<file path="config.mk">
export PLATFORM = sky130hd
export DESIGN_NAME = execute_muldiv_flat
export DESIGN_NICKNAME = d
export VERILOG_FILES = /design/src/rtl/execute_muldiv_if.sv /design/src/rtl/execute_muldiv.sv /design/src/flat_wrapper.sv
export SDC_FILE = /design/constraint.sdc
export NUM_CORES = 2
export LEC_CHECK = 0
export ABC_AREA = 1
export BUFFER_PORTS_ARGS = -buffer_cell sky130_fd_sc_hd__clkbuf_2
export CAP_MARGIN = 40
export CORE_MARGIN = 2
export CORE_UTILIZATION = 37
export CTS_BUF_LIST = sky130_fd_sc_hd__clkbuf_8
export DETAILED_ROUTE_END_ITERATION = 12
export SLEW_MARGIN = 20
export SYNTH_ARGS = -nofsm -noshare
export SYNTH_HDL_FRONTEND = slang
export SYNTH_SLANG_ARGS = --single-unit
</file>
<file path="constraint.sdc">
create_clock -name clk -period 6.5 [get_ports clk]
set_clock_uncertainty 0.2 [all_clocks]
set_input_delay 0.325 -clock clk [delete_from_list [all_inputs] [get_ports clk]]
set_output_delay 0.325 -clock clk [all_outputs]
set_load 0.02 [all_outputs]
</file>
<file path="src/rtl/execute_muldiv_if.sv">
// ============================================================================
// Module   : execute_muldiv_if
// Brief    : ID/EX -> EX/MEM bundle for the execute stage with mul/div unit:
//            decoded operands, forwarding sources, pipeline outputs, stall.
// Revision : 1.0 - initial release
// ============================================================================
`default_nettype none

interface execute_muldiv_if #(
   parameter int LEN         = 32,
   parameter int NB          = 5,
   parameter int LEN_MEM_BUS = 9,
   parameter int LEN_WB_BUS  = 2
);
   // From the ID/EX register
   logic [LEN-1:0]         in_pc_branch;
   logic [LEN-1:0]         in_reg1;
   logic [LEN-1:0]         in_reg2;
   logic [LEN-1:0]         in_sign_extend;
   logic [NB-1:0]          in_rs;
   logic [NB-1:0]          in_rt;
   logic [NB-1:0]          in_rd;
   logic [NB-1:0]          in_shamt;
   logic [10:0]            execute_bus;
   logic [LEN_MEM_BUS-1:0] memory_bus;
   logic [LEN_WB_BUS-1:0]  writeBack_bus;
   // Forwarding sources
   logic                   register_write_3_4;
   logic                   register_write_4_5;
   logic [NB-1:0]          rd_3_4;
   logic [NB-1:0]          rd_4_5;
   logic [LEN-1:0]         in_mem_forw;
   logic [LEN-1:0]         in_wb_forw;
   logic                   flush;
   // To the EX/MEM register and hazard unit
   logic [LEN-1:0]         out_pc_branch;
   logic [LEN-1:0]         out_alu;
   logic [LEN-1:0]         out_reg2;
   logic                   zero_flag;
   logic [NB-1:0]          out_write_reg;
   logic [LEN_MEM_BUS-1:0] memory_bus_out;
   logic [LEN_WB_BUS-1:0]  writeBack_bus_out;
   logic                   stall_out;
   logic                   md_busy;

   modport master (
      output in_pc_branch, in_reg1, in_reg2, in_sign_extend,
      output in_rs, in_rt, in_rd, in_shamt, execute_bus, memory_bus, writeBack_bus,
      output register_write_3_4, register_write_4_5, rd_3_4, rd_4_5,
      output in_mem_forw, in_wb_forw, flush,
      input  out_pc_branch, out_alu, out_reg2, zero_flag, out_write_reg,
      input  memory_bus_out, writeBack_bus_out, stall_out, md_busy
   );

   modport slave (
      input  in_pc_branch, in_reg1, in_reg2, in_sign_extend,
      input  in_rs, in_rt, in_rd, in_shamt, execute_bus, memory_bus, writeBack_bus,
      input  register_write_3_4, register_write_4_5, rd_3_4, rd_4_5,
      input  in_mem_forw, in_wb_forw, flush,
      output out_pc_branch, out_alu, out_reg2, zero_flag, out_write_reg,
      output memory_bus_out, writeBack_bus_out, stall_out, md_busy
   );
endinterface

`default_nettype wire

</file>
<file path="src/rtl/execute_muldiv.sv">
// ============================================================================
// Module   : execute_muldiv
// Brief    : MIPS execute stage with operand forwarding, ALU and an iterative
//            shift-add multiplier / restoring divider holding HI and LO.
// Revision : 1.0 - initial release
// ============================================================================
`default_nettype none

module execute_muldiv #(
   parameter int LEN         = 32,
   parameter int NB          = 5,
   parameter int LEN_MEM_BUS = 9,
   parameter int LEN_WB_BUS  = 2
) (
   input  logic          clk,
   input  logic          rst_n,
   execute_muldiv_if.slave ex
);

   localparam int SHW = $clog2(LEN);
   localparam int CW  = $clog2(LEN + 1);

   localparam logic [2:0] MD_MULT  = 3'd1;
   localparam logic [2:0] MD_MULTU = 3'd2;
   localparam logic [2:0] MD_DIV   = 3'd3;
   localparam logic [2:0] MD_DIVU  = 3'd4;
   localparam logic [2:0] MD_MFHI  = 3'd5;
   localparam logic [2:0] MD_MFLO  = 3'd6;

   typedef enum logic [1:0] {
      S_IDLE = 2'd0,
      S_RUN  = 2'd1,
      S_FIX  = 2'd2
   } md_state_t;

   // Decode / datapath wires
   logic [2:0]       md_op;
   logic             md_req, md_start, stall, is_signed, is_div;
   logic [LEN-1:0]   fwd_a, fwd_b, op1, op2, alu_res, result;
   logic [LEN-1:0]   abs_a, abs_b;
   logic             a_neg, b_neg;
   logic [NB-1:0]    write_reg;

   // Unit step wires
   logic [LEN:0]     mul_sum;
   logic [LEN:0]     div_shift;
   logic [LEN-1:0]   div_sub;
   logic             div_ge;
   logic [2*LEN-1:0] prod, prod_fix;

   // Unit state
   md_state_t        state_q;
   logic             busy_q;
   logic [CW-1:0]    cnt_q;
   logic [LEN-1:0]   hi_q, lo_q, acc_hi_q, acc_lo_q, opnd_q;
   logic             neg_res_q, neg_rem_q, is_div_q, b_zero_q;

   // EX/MEM pipeline register
   logic [LEN-1:0]         pcb_d, alu_d, reg2_d, pcb_q, alu_q, reg2_q;
   logic                   zero_d, zero_q;
   logic [NB-1:0]          wreg_d, wreg_q;
   logic [LEN_MEM_BUS-1:0] mem_d, mem_q;
   logic [LEN_WB_BUS-1:0]  wb_d, wb_q;

   assign md_op    = ex.execute_bus[10:8];
   assign md_req   = (md_op >= MD_MULT) && (md_op <= MD_MFLO);
   assign stall    = busy_q & md_req & ~ex.flush;
   assign md_start = (state_q == S_IDLE) && (md_op >= MD_MULT) && (md_op <= MD_DIVU)
                     && !ex.flush && !stall;
   assign is_signed = (md_op == MD_MULT) || (md_op == MD_DIV);
   assign is_div    = (md_op == MD_DIV) || (md_op == MD_DIVU);

   // Operand forwarding: EX/MEM has priority over MEM/WB, register 0 never forwards
   always_comb begin
      fwd_a = ex.in_reg1;
      if (ex.register_write_4_5 && (ex.rd_4_5 != '0) && (ex.rd_4_5 == ex.in_rs))
         fwd_a = ex.in_wb_forw;
      if (ex.register_write_3_4 && (ex.rd_3_4 != '0) && (ex.rd_3_4 == ex.in_rs))
         fwd_a = ex.in_mem_forw;
      fwd_b = ex.in_reg2;
      if (ex.register_write_4_5 && (ex.rd_4_5 != '0) && (ex.rd_4_5 == ex.in_rt))
         fwd_b = ex.in_wb_forw;
      if (ex.register_write_3_4 && (ex.rd_3_4 != '0) && (ex.rd_3_4 == ex.in_rt))
         fwd_b = ex.in_mem_forw;
   end

   // ALU operand selection, ALU and destination register
   always_comb begin
      if (ex.execute_bus[7])      op1 = ex.in_pc_branch;
      else if (ex.execute_bus[5]) op1 = {{(LEN-NB){1'b0}}, ex.in_shamt};
      else                        op1 = fwd_a;
      if (ex.execute_bus[7])      op2 = {{(LEN-1){1'b0}}, 1'b1};
      else if (ex.execute_bus[4]) op2 = ex.in_sign_extend;
      else                        op2 = fwd_b;

      case (ex.execute_bus[3:0])
         4'd0:    alu_res = op1 + op2;
         4'd1:    alu_res = op1 - op2;
         4'd2:    alu_res = op1 & op2;
         4'd3:    alu_res = op1 | op2;
         4'd4:    alu_res = op1 ^ op2;
         4'd5:    alu_res = ~(op1 | op2);
         4'd6:    alu_res = {{(LEN-1){1'b0}}, ($signed(op1) < $signed(op2))};
         4'd7:    alu_res = {{(LEN-1){1'b0}}, (op1 < op2)};
         4'd8:    alu_res = op2 << op1[SHW-1:0];
         4'd9:    alu_res = op2 >> op1[SHW-1:0];
         4'd10:   alu_res = $signed(op2) >>> op1[SHW-1:0];
         4'd11:   alu_res = op2 << (LEN / 2);
         default: alu_res = '0;
      endcase

      if (md_op == MD_MFHI)      result = hi_q;
      else if (md_op == MD_MFLO) result = lo_q;
      else                       result = alu_res;

      if (ex.execute_bus[7])      write_reg = '1;
      else if (ex.execute_bus[6]) write_reg = ex.in_rd;
      else                        write_reg = ex.in_rt;
   end

   // Magnitudes for signed ops and one iteration step of each algorithm
   always_comb begin
      a_neg     = is_signed & fwd_a[LEN-1];
      b_neg     = is_signed & fwd_b[LEN-1];
      abs_a     = a_neg ? -fwd_a : fwd_a;
      abs_b     = b_neg ? -fwd_b : fwd_b;
      mul_sum   = {1'b0, acc_hi_q} + (acc_lo_q[0] ? {1'b0, opnd_q} : {(LEN+1){1'b0}});
      div_shift = {acc_hi_q, acc_lo_q[LEN-1]};
      div_ge    = (div_shift >= {1'b0, opnd_q});
      div_sub   = div_shift[LEN-1:0] - opnd_q;
      prod      = {acc_hi_q, acc_lo_q};
      prod_fix  = neg_res_q ? -prod : prod;
   end

   // Multiply/divide sequencer: latch operands, iterate LEN times, sign-fix and commit
   always_ff @(posedge clk or negedge rst_n) begin
      if (!rst_n) begin
         state_q   <= S_IDLE;
         busy_q    <= 1'b0;
         cnt_q     <= '0;
         hi_q      <= '0;
         lo_q      <= '0;
         acc_hi_q  <= '0;
         acc_lo_q  <= '0;
         opnd_q    <= '0;
         neg_res_q <= 1'b0;
         neg_rem_q <= 1'b0;
         is_div_q  <= 1'b0;
         b_zero_q  <= 1'b0;
      end else begin
         case (state_q)
            S_IDLE: begin
               if (md_start) begin
                  state_q   <= S_RUN;
                  busy_q    <= 1'b1;
                  cnt_q     <= '0;
                  acc_hi_q  <= '0;
                  acc_lo_q  <= is_div ? abs_a : abs_b;
                  opnd_q    <= is_div ? abs_b : abs_a;
                  neg_res_q <= a_neg ^ b_neg;
                  neg_rem_q <= a_neg;
                  is_div_q  <= is_div;
                  b_zero_q  <= (fwd_b == '0);
               end
            end
            S_RUN: begin
               if (is_div_q) begin
                  acc_hi_q <= div_ge ? div_sub : div_shift[LEN-1:0];
                  acc_lo_q <= {acc_lo_q[LEN-2:0], div_ge};
               end else begin
                  acc_hi_q <= mul_sum[LEN:1];
                  acc_lo_q <= {mul_sum[0], acc_lo_q[LEN-1:1]};
               end
               cnt_q <= cnt_q + 1'b1;
               if (cnt_q == CW'(LEN - 1))
                  state_q <= S_FIX;
            end
            S_FIX: begin
               if (is_div_q) begin
                  // Remainder follows the dividend sign; this also restores the
                  // original dividend into HI for a zero divisor.
                  hi_q <= neg_rem_q ? -acc_hi_q : acc_hi_q;
                  if (b_zero_q) lo_q <= '1;
                  else          lo_q <= neg_res_q ? -acc_lo_q : acc_lo_q;
               end else begin
                  hi_q <= prod_fix[2*LEN-1:LEN];
                  lo_q <= prod_fix[LEN-1:0];
               end
               state_q <= S_IDLE;
               busy_q  <= 1'b0;
            end
            default: begin
               state_q <= S_IDLE;
               busy_q  <= 1'b0;
            end
         endcase
      end
   end

   // Next EX/MEM contents: bubble on flush or stall, otherwise the executed instruction
   always_comb begin
      pcb_d  = '0;
      alu_d  = '0;
      reg2_d = '0;
      zero_d = 1'b0;
      wreg_d = '0;
      mem_d  = '0;
      wb_d   = '0;
      if (!ex.flush && !stall) begin
         pcb_d  = ex.in_pc_branch + ex.in_sign_extend;
         alu_d  = result;
         reg2_d = fwd_b;
         zero_d = (result == '0);
         wreg_d = write_reg;
         mem_d  = ex.memory_bus;
         wb_d   = ex.writeBack_bus;
      end
   end

   // EX/MEM pipeline register
   always_ff @(posedge clk or negedge rst_n) begin
      if (!rst_n) begin
         pcb_q  <= '0;
         alu_q  <= '0;
         reg2_q <= '0;
         zero_q <= 1'b0;
         wreg_q <= '0;
         mem_q  <= '0;
         wb_q   <= '0;
      end else begin
         pcb_q  <= pcb_d;
         alu_q  <= alu_d;
         reg2_q <= reg2_d;
         zero_q <= zero_d;
         wreg_q <= wreg_d;
         mem_q  <= mem_d;
         wb_q   <= wb_d;
      end
   end

   assign ex.out_pc_branch     = pcb_q;
   assign ex.out_alu           = alu_q;
   assign ex.out_reg2          = reg2_q;
   assign ex.zero_flag         = zero_q;
   assign ex.out_write_reg     = wreg_q;
   assign ex.memory_bus_out    = mem_q;
   assign ex.writeBack_bus_out = wb_q;
   assign ex.stall_out         = stall;
   assign ex.md_busy           = busy_q;

endmodule

`default_nettype wire
</file>
<file path="src/flat_wrapper.sv">
// flat-port wrapper written by rule: the top's interface ports become plain ports
module execute_muldiv_flat 
#(
   parameter int LEN         = 32,
   parameter int NB          = 5,
   parameter int LEN_MEM_BUS = 9,
   parameter int LEN_WB_BUS  = 2
)
  (clk, rst_n, ex_in_pc_branch, ex_in_reg1, ex_in_reg2, ex_in_sign_extend, ex_in_rs, ex_in_rt, ex_in_rd, ex_in_shamt, ex_execute_bus, ex_memory_bus, ex_writeBack_bus, ex_register_write_3_4, ex_register_write_4_5, ex_rd_3_4, ex_rd_4_5, ex_in_mem_forw, ex_in_wb_forw, ex_flush, ex_out_pc_branch, ex_out_alu, ex_out_reg2, ex_zero_flag, ex_out_write_reg, ex_memory_bus_out, ex_writeBack_bus_out, ex_stall_out, ex_md_busy);
  execute_muldiv_if #(.LEN(LEN), .NB(NB), .LEN_MEM_BUS(LEN_MEM_BUS), .LEN_WB_BUS(LEN_WB_BUS)) ex_i ();
  input  logic clk;
  input  logic rst_n;
  input wire logic [$bits(ex_i.in_pc_branch)-1:0] ex_in_pc_branch;
  input wire logic [$bits(ex_i.in_reg1)-1:0] ex_in_reg1;
  input wire logic [$bits(ex_i.in_reg2)-1:0] ex_in_reg2;
  input wire logic [$bits(ex_i.in_sign_extend)-1:0] ex_in_sign_extend;
  input wire logic [$bits(ex_i.in_rs)-1:0] ex_in_rs;
  input wire logic [$bits(ex_i.in_rt)-1:0] ex_in_rt;
  input wire logic [$bits(ex_i.in_rd)-1:0] ex_in_rd;
  input wire logic [$bits(ex_i.in_shamt)-1:0] ex_in_shamt;
  input wire logic [$bits(ex_i.execute_bus)-1:0] ex_execute_bus;
  input wire logic [$bits(ex_i.memory_bus)-1:0] ex_memory_bus;
  input wire logic [$bits(ex_i.writeBack_bus)-1:0] ex_writeBack_bus;
  input wire logic [$bits(ex_i.register_write_3_4)-1:0] ex_register_write_3_4;
  input wire logic [$bits(ex_i.register_write_4_5)-1:0] ex_register_write_4_5;
  input wire logic [$bits(ex_i.rd_3_4)-1:0] ex_rd_3_4;
  input wire logic [$bits(ex_i.rd_4_5)-1:0] ex_rd_4_5;
  input wire logic [$bits(ex_i.in_mem_forw)-1:0] ex_in_mem_forw;
  input wire logic [$bits(ex_i.in_wb_forw)-1:0] ex_in_wb_forw;
  input wire logic [$bits(ex_i.flush)-1:0] ex_flush;
  output wire logic [$bits(ex_i.out_pc_branch)-1:0] ex_out_pc_branch;
  output wire logic [$bits(ex_i.out_alu)-1:0] ex_out_alu;
  output wire logic [$bits(ex_i.out_reg2)-1:0] ex_out_reg2;
  output wire logic [$bits(ex_i.zero_flag)-1:0] ex_zero_flag;
  output wire logic [$bits(ex_i.out_write_reg)-1:0] ex_out_write_reg;
  output wire logic [$bits(ex_i.memory_bus_out)-1:0] ex_memory_bus_out;
  output wire logic [$bits(ex_i.writeBack_bus_out)-1:0] ex_writeBack_bus_out;
  output wire logic [$bits(ex_i.stall_out)-1:0] ex_stall_out;
  output wire logic [$bits(ex_i.md_busy)-1:0] ex_md_busy;
  assign ex_i.in_pc_branch = ex_in_pc_branch;
  assign ex_i.in_reg1 = ex_in_reg1;
  assign ex_i.in_reg2 = ex_in_reg2;
  assign ex_i.in_sign_extend = ex_in_sign_extend;
  assign ex_i.in_rs = ex_in_rs;
  assign ex_i.in_rt = ex_in_rt;
  assign ex_i.in_rd = ex_in_rd;
  assign ex_i.in_shamt = ex_in_shamt;
  assign ex_i.execute_bus = ex_execute_bus;
  assign ex_i.memory_bus = ex_memory_bus;
  assign ex_i.writeBack_bus = ex_writeBack_bus;
  assign ex_i.register_write_3_4 = ex_register_write_3_4;
  assign ex_i.register_write_4_5 = ex_register_write_4_5;
  assign ex_i.rd_3_4 = ex_rd_3_4;
  assign ex_i.rd_4_5 = ex_rd_4_5;
  assign ex_i.in_mem_forw = ex_in_mem_forw;
  assign ex_i.in_wb_forw = ex_in_wb_forw;
  assign ex_i.flush = ex_flush;
  assign ex_out_pc_branch = ex_i.out_pc_branch;
  assign ex_out_alu = ex_i.out_alu;
  assign ex_out_reg2 = ex_i.out_reg2;
  assign ex_zero_flag = ex_i.zero_flag;
  assign ex_out_write_reg = ex_i.out_write_reg;
  assign ex_memory_bus_out = ex_i.memory_bus_out;
  assign ex_writeBack_bus_out = ex_i.writeBack_bus_out;
  assign ex_stall_out = ex_i.stall_out;
  assign ex_md_busy = ex_i.md_busy;
  execute_muldiv #(.LEN(LEN), .NB(NB), .LEN_MEM_BUS(LEN_MEM_BUS), .LEN_WB_BUS(LEN_WB_BUS)) u_core (.clk(clk), .rst_n(rst_n), .ex(ex_i));
endmodule
</file>
==> impl_metrics.py <==
metrics = {
    "setup_path": {
        "timing.rr.start": "u_core.acc_lo_q[0]$_DFFE_PN0P_",
        "path_max_fanout": 30,
        "critPathKind": "input port to flop",
        "endpoint_kind": "flop",
        "crit_slowest_cell": "o22ai_1",
        "crit_required_ns": 6.96,
        "cp_slowest_stage_delay_ns": 0.48,
        "arrival_ns": 6.03,
        "cp.depth": 29,
        "r2r-end": "u_core.acc_hi_q[27]$_DFFE_PN0P_",
        "start_kind": "input port",
        "ff2ff_setup_slack_ns": 1.61,
        "path_buf_inv": 4,
        "rr_worst_depth": 22,
        "cpMostUsedCell": "nand2_1",
        "path_delay_family": "simple AND/OR/NAND/NOR gates",
    },
    "timing": {
        "rsz0062_at_grt": "no",
        "maxSlewHeadroom": 0.3621,
        "worstMarginPinSlew_ns": 0.9569,
        "setup_slack_ns": 0.9310,
        "drv_slew": 0,
        "finalHoldViolCount": 0,
        "fmax_mhz": 179.6,
        "fin_tns_setup_ns": 0,
        "setup_viol": 0,
        "period_minus_slack_ns": 5.569,
        "period_share": 0.8568,
    },
    "clocking": {
        "max-clock-path-buffers": 3,
        "clock-sinks": 286,
        "cts_tree": "built",
        "h-tree-depth": 2,
        "cts_buffers": 56,
        "cts_root_buf": "clkbuf_8",
        "postCtsSetupRepairBufs": 0,
        "clk_pin_slew_ns": 0.07,
        "clk_latency_ns": 0.78,
    },
    "synth": {
        "yosys_warnings": 0,
        "synth-edff-count": 0,
        "synth_common_cells": "1181 x nand2_1, 691 x inv_1, 585 x nand3_1",
        "synthesis.nets": 5839,
        "synth_top_family_by_area": "simple AND/OR/NAND/NOR gates",
        "yosysSeqAreaShare": 0.2146,
        "yosys.area_share.simple": 0.3385,
        "synth_mux_area_frac": 0,
        "synthesis.area_um2": 33340,
        "synth_compound_area_frac": 0.1994,
        "synth_ff_type": "dfrtp_1",
        "synth_top_area_frac": 0.2146,
        "yosysTopAreaCell": "dfrtp_1",
        "avgSynthCellArea_um2": 6.208,
        "synth_fa_ha_area_frac": 0.08330,
        "synth_xor_area_frac": 0.04570,
        "synthArstFlopShare": 1.000,
        "synth_area_leaders": "dfrtp_1 21%, nand2_1 13%, nand3_1 8.8%, ha_1 8.0%, inv_1 7.8%",
        "synth_most_common_cell": "nand2_1",
        "synth_cell_type_count": 72,
        "synthesis.instances": 5371,
        "ys_ff_latch": 286,
    },
    "placement": {
        "io_buffers": 363,
        "dp.cells": 6744,
        "pre_cts_ws_ns": 0.5349,
        "gp_congestion": 1.080,
        "placed_area_um2": 36150,
        "dp_hpwl_um": 131400,
    },
    "power_and_ir_drop": {
        "power.leakage_nw": 20.12,
        "irDropWorstVdd_mv": 0.2316,
        "powerDensity_nw_per_um2": 354.7,
    },
    "run": {
        "maxCapViolations": 0,
    },
    "route": {
        "num_vias": 39830,
        "drt_iter0_drc": 4544,
        "wl_per_cell_um": 23.56,
        "drtAntennaViolNets": 0,
        "vias_per_cell": 5.692,
        "remaining_drc_errors": 0,
        "routed_wl_um": 164900,
        "drt-pass1-iter-count": 9,
    },
    "die": {
        "die_w_um": 304.2,
        "core_area_um2": 89600,
        "die_h_um": 304.2,
        "initial_utilization": 0.3722,
        "io_pins": 364,
        "die-area_um2": 92540,
        "row_count": 110,
    },
    "min_path": {
        "hp-class": "input port to async pin",
    },
    "global_route": {
        "grt_pass1_vias": 37740,
        "antenna_found_initial": 9,
        "grt_overflow": 0,
        "grt_max_degree": 109,
        "grt.total_usage": 0.3455,
        "grt_pass1_wl_um": 242300,
    },
    "final_layout": {
        "syn_to_final_growth_pct": 16.66,
        "n_fill_cell": 9726,
        "postLayoutCellArea_um2": 38900,
        "layout.nets": 6238,
        "instances_no_fill": 6997,
        "drive_gt1_frac": 0.1239,
        "utilization": 0.4342,
    },
    "run_status": {
        "status": "finished, final reports clean",
    },
}
==> layer usage <==
| layer | share of wire | GRT usage | wire, um |
|---|---|---|---|
| met1 | 0.41 | 0.4550 | 68080 |
| met2 | 0.43 | 0.5229 | 70100 |
| met3 | 0.10 | 0.08065 | 17020 |
| met4 | 0.059 | 0.1847 | 9659 |
| met5 | 0 | 0 | 0 |
==> metrics by stage <==
stage | hold slack, ns | power (W)
final | 0.04473 | 0.01380
after global routing | 0.06742 | 0.01483
after CTS | 0.003559 | 0.01365
after detailed placement | 0.2656 | 0.01136
after global placement | 0.2599 | 0.01132
after floorplan | -0.1706 | 0.008617
==> layout by cell type, fill, tap and decap left out, types with 49 or more instances in the layout <==
| master | instances |
|---|---|
| a21oi_1 | 373 |
| buf_4 | 80 |
| clkbuf_2 | 362 |
| clkbuf_8 | 71 |
| dfrtp_1 | 285 |
| dlygate4sd3_1 | 140 |
| ha_1 | 214 |
| inv_1 | 701 |
| nand2_1 | 1180 |
| nand3_1 | 585 |
| nand4_1 | 50 |
| nor2_1 | 528 |
| o211ai_1 | 57 |
| o21ai_0 | 374 |
| o21ai_1 | 62 |
| o22ai_1 | 58 |
| or2_2 | 49 |
| xor2_1 | 134 |
==> area by class of cell <==
type / count / area [um^2] / area share
antenna: 10 / 25.02 / 0.0006433
clock buffer: 71 / 977.2 / 0.02512
clock inverter: 28 / 274.0 / 0.007044
inverter: 721 / 2706 / 0.06957
multi-input combinational: 4114 / 22310 / 0.5735
sequential: 286 / 7158 / 0.1840
tap: 1176 / 1471 / 0.03782
timing repair buffer: 591 / 3978 / 0.1022
==> worst max-delay path by stage <==
stage                       startpoint                       endpoint  slack [ns]
after floorplan            ex_in_rs[2]  u_core.ex.zero_flag$_DFF_PN0_        2.27
after global placement     ex_in_rs[4]  u_core.ex.zero_flag$_DFF_PN0_        0.64
after detailed placement   ex_in_rs[4]  u_core.ex.zero_flag$_DFF_PN0_        0.53
after CTS                  ex_in_rs[4]  u_core.ex.zero_flag$_DFF_PN0_        1.31
after global routing      ex_rd_4_5[0]  u_core.ex.zero_flag$_DFF_PN0_        0.67
final                      ex_in_rs[4]  u_core.ex.zero_flag$_DFF_PN0_        0.93
==> kinds of logic (layout without fill, tap and decap cells) <==
kind of cell             count (synthesis)  after routing
AO/OA/AOI/OAI                         1147           1147
buffers and inverters                  971           1411
XOR/XNOR                               174            174
other                                    0             10
AND/OR/NAND/NOR                       2574           2574
flip-flops                             286            286
adder cells (fa/ha/maj)                219            219
==> repair_timing <==
action	4_1_cts	5_1_grt
hold endpoints to repair	178	0
hold buffers	140	0
resized for setup	0	0
==> where the power goes <==
group / switching, W / internal (W) / leakage, nW
Combinational: 0.00566 / 0.00281 / 15.8
Sequential: 0.000808 / 0.00241 / 3.59
Clock: 0.000934 / 0.00118 / 0.690
(Power assumes the default switching activity.)
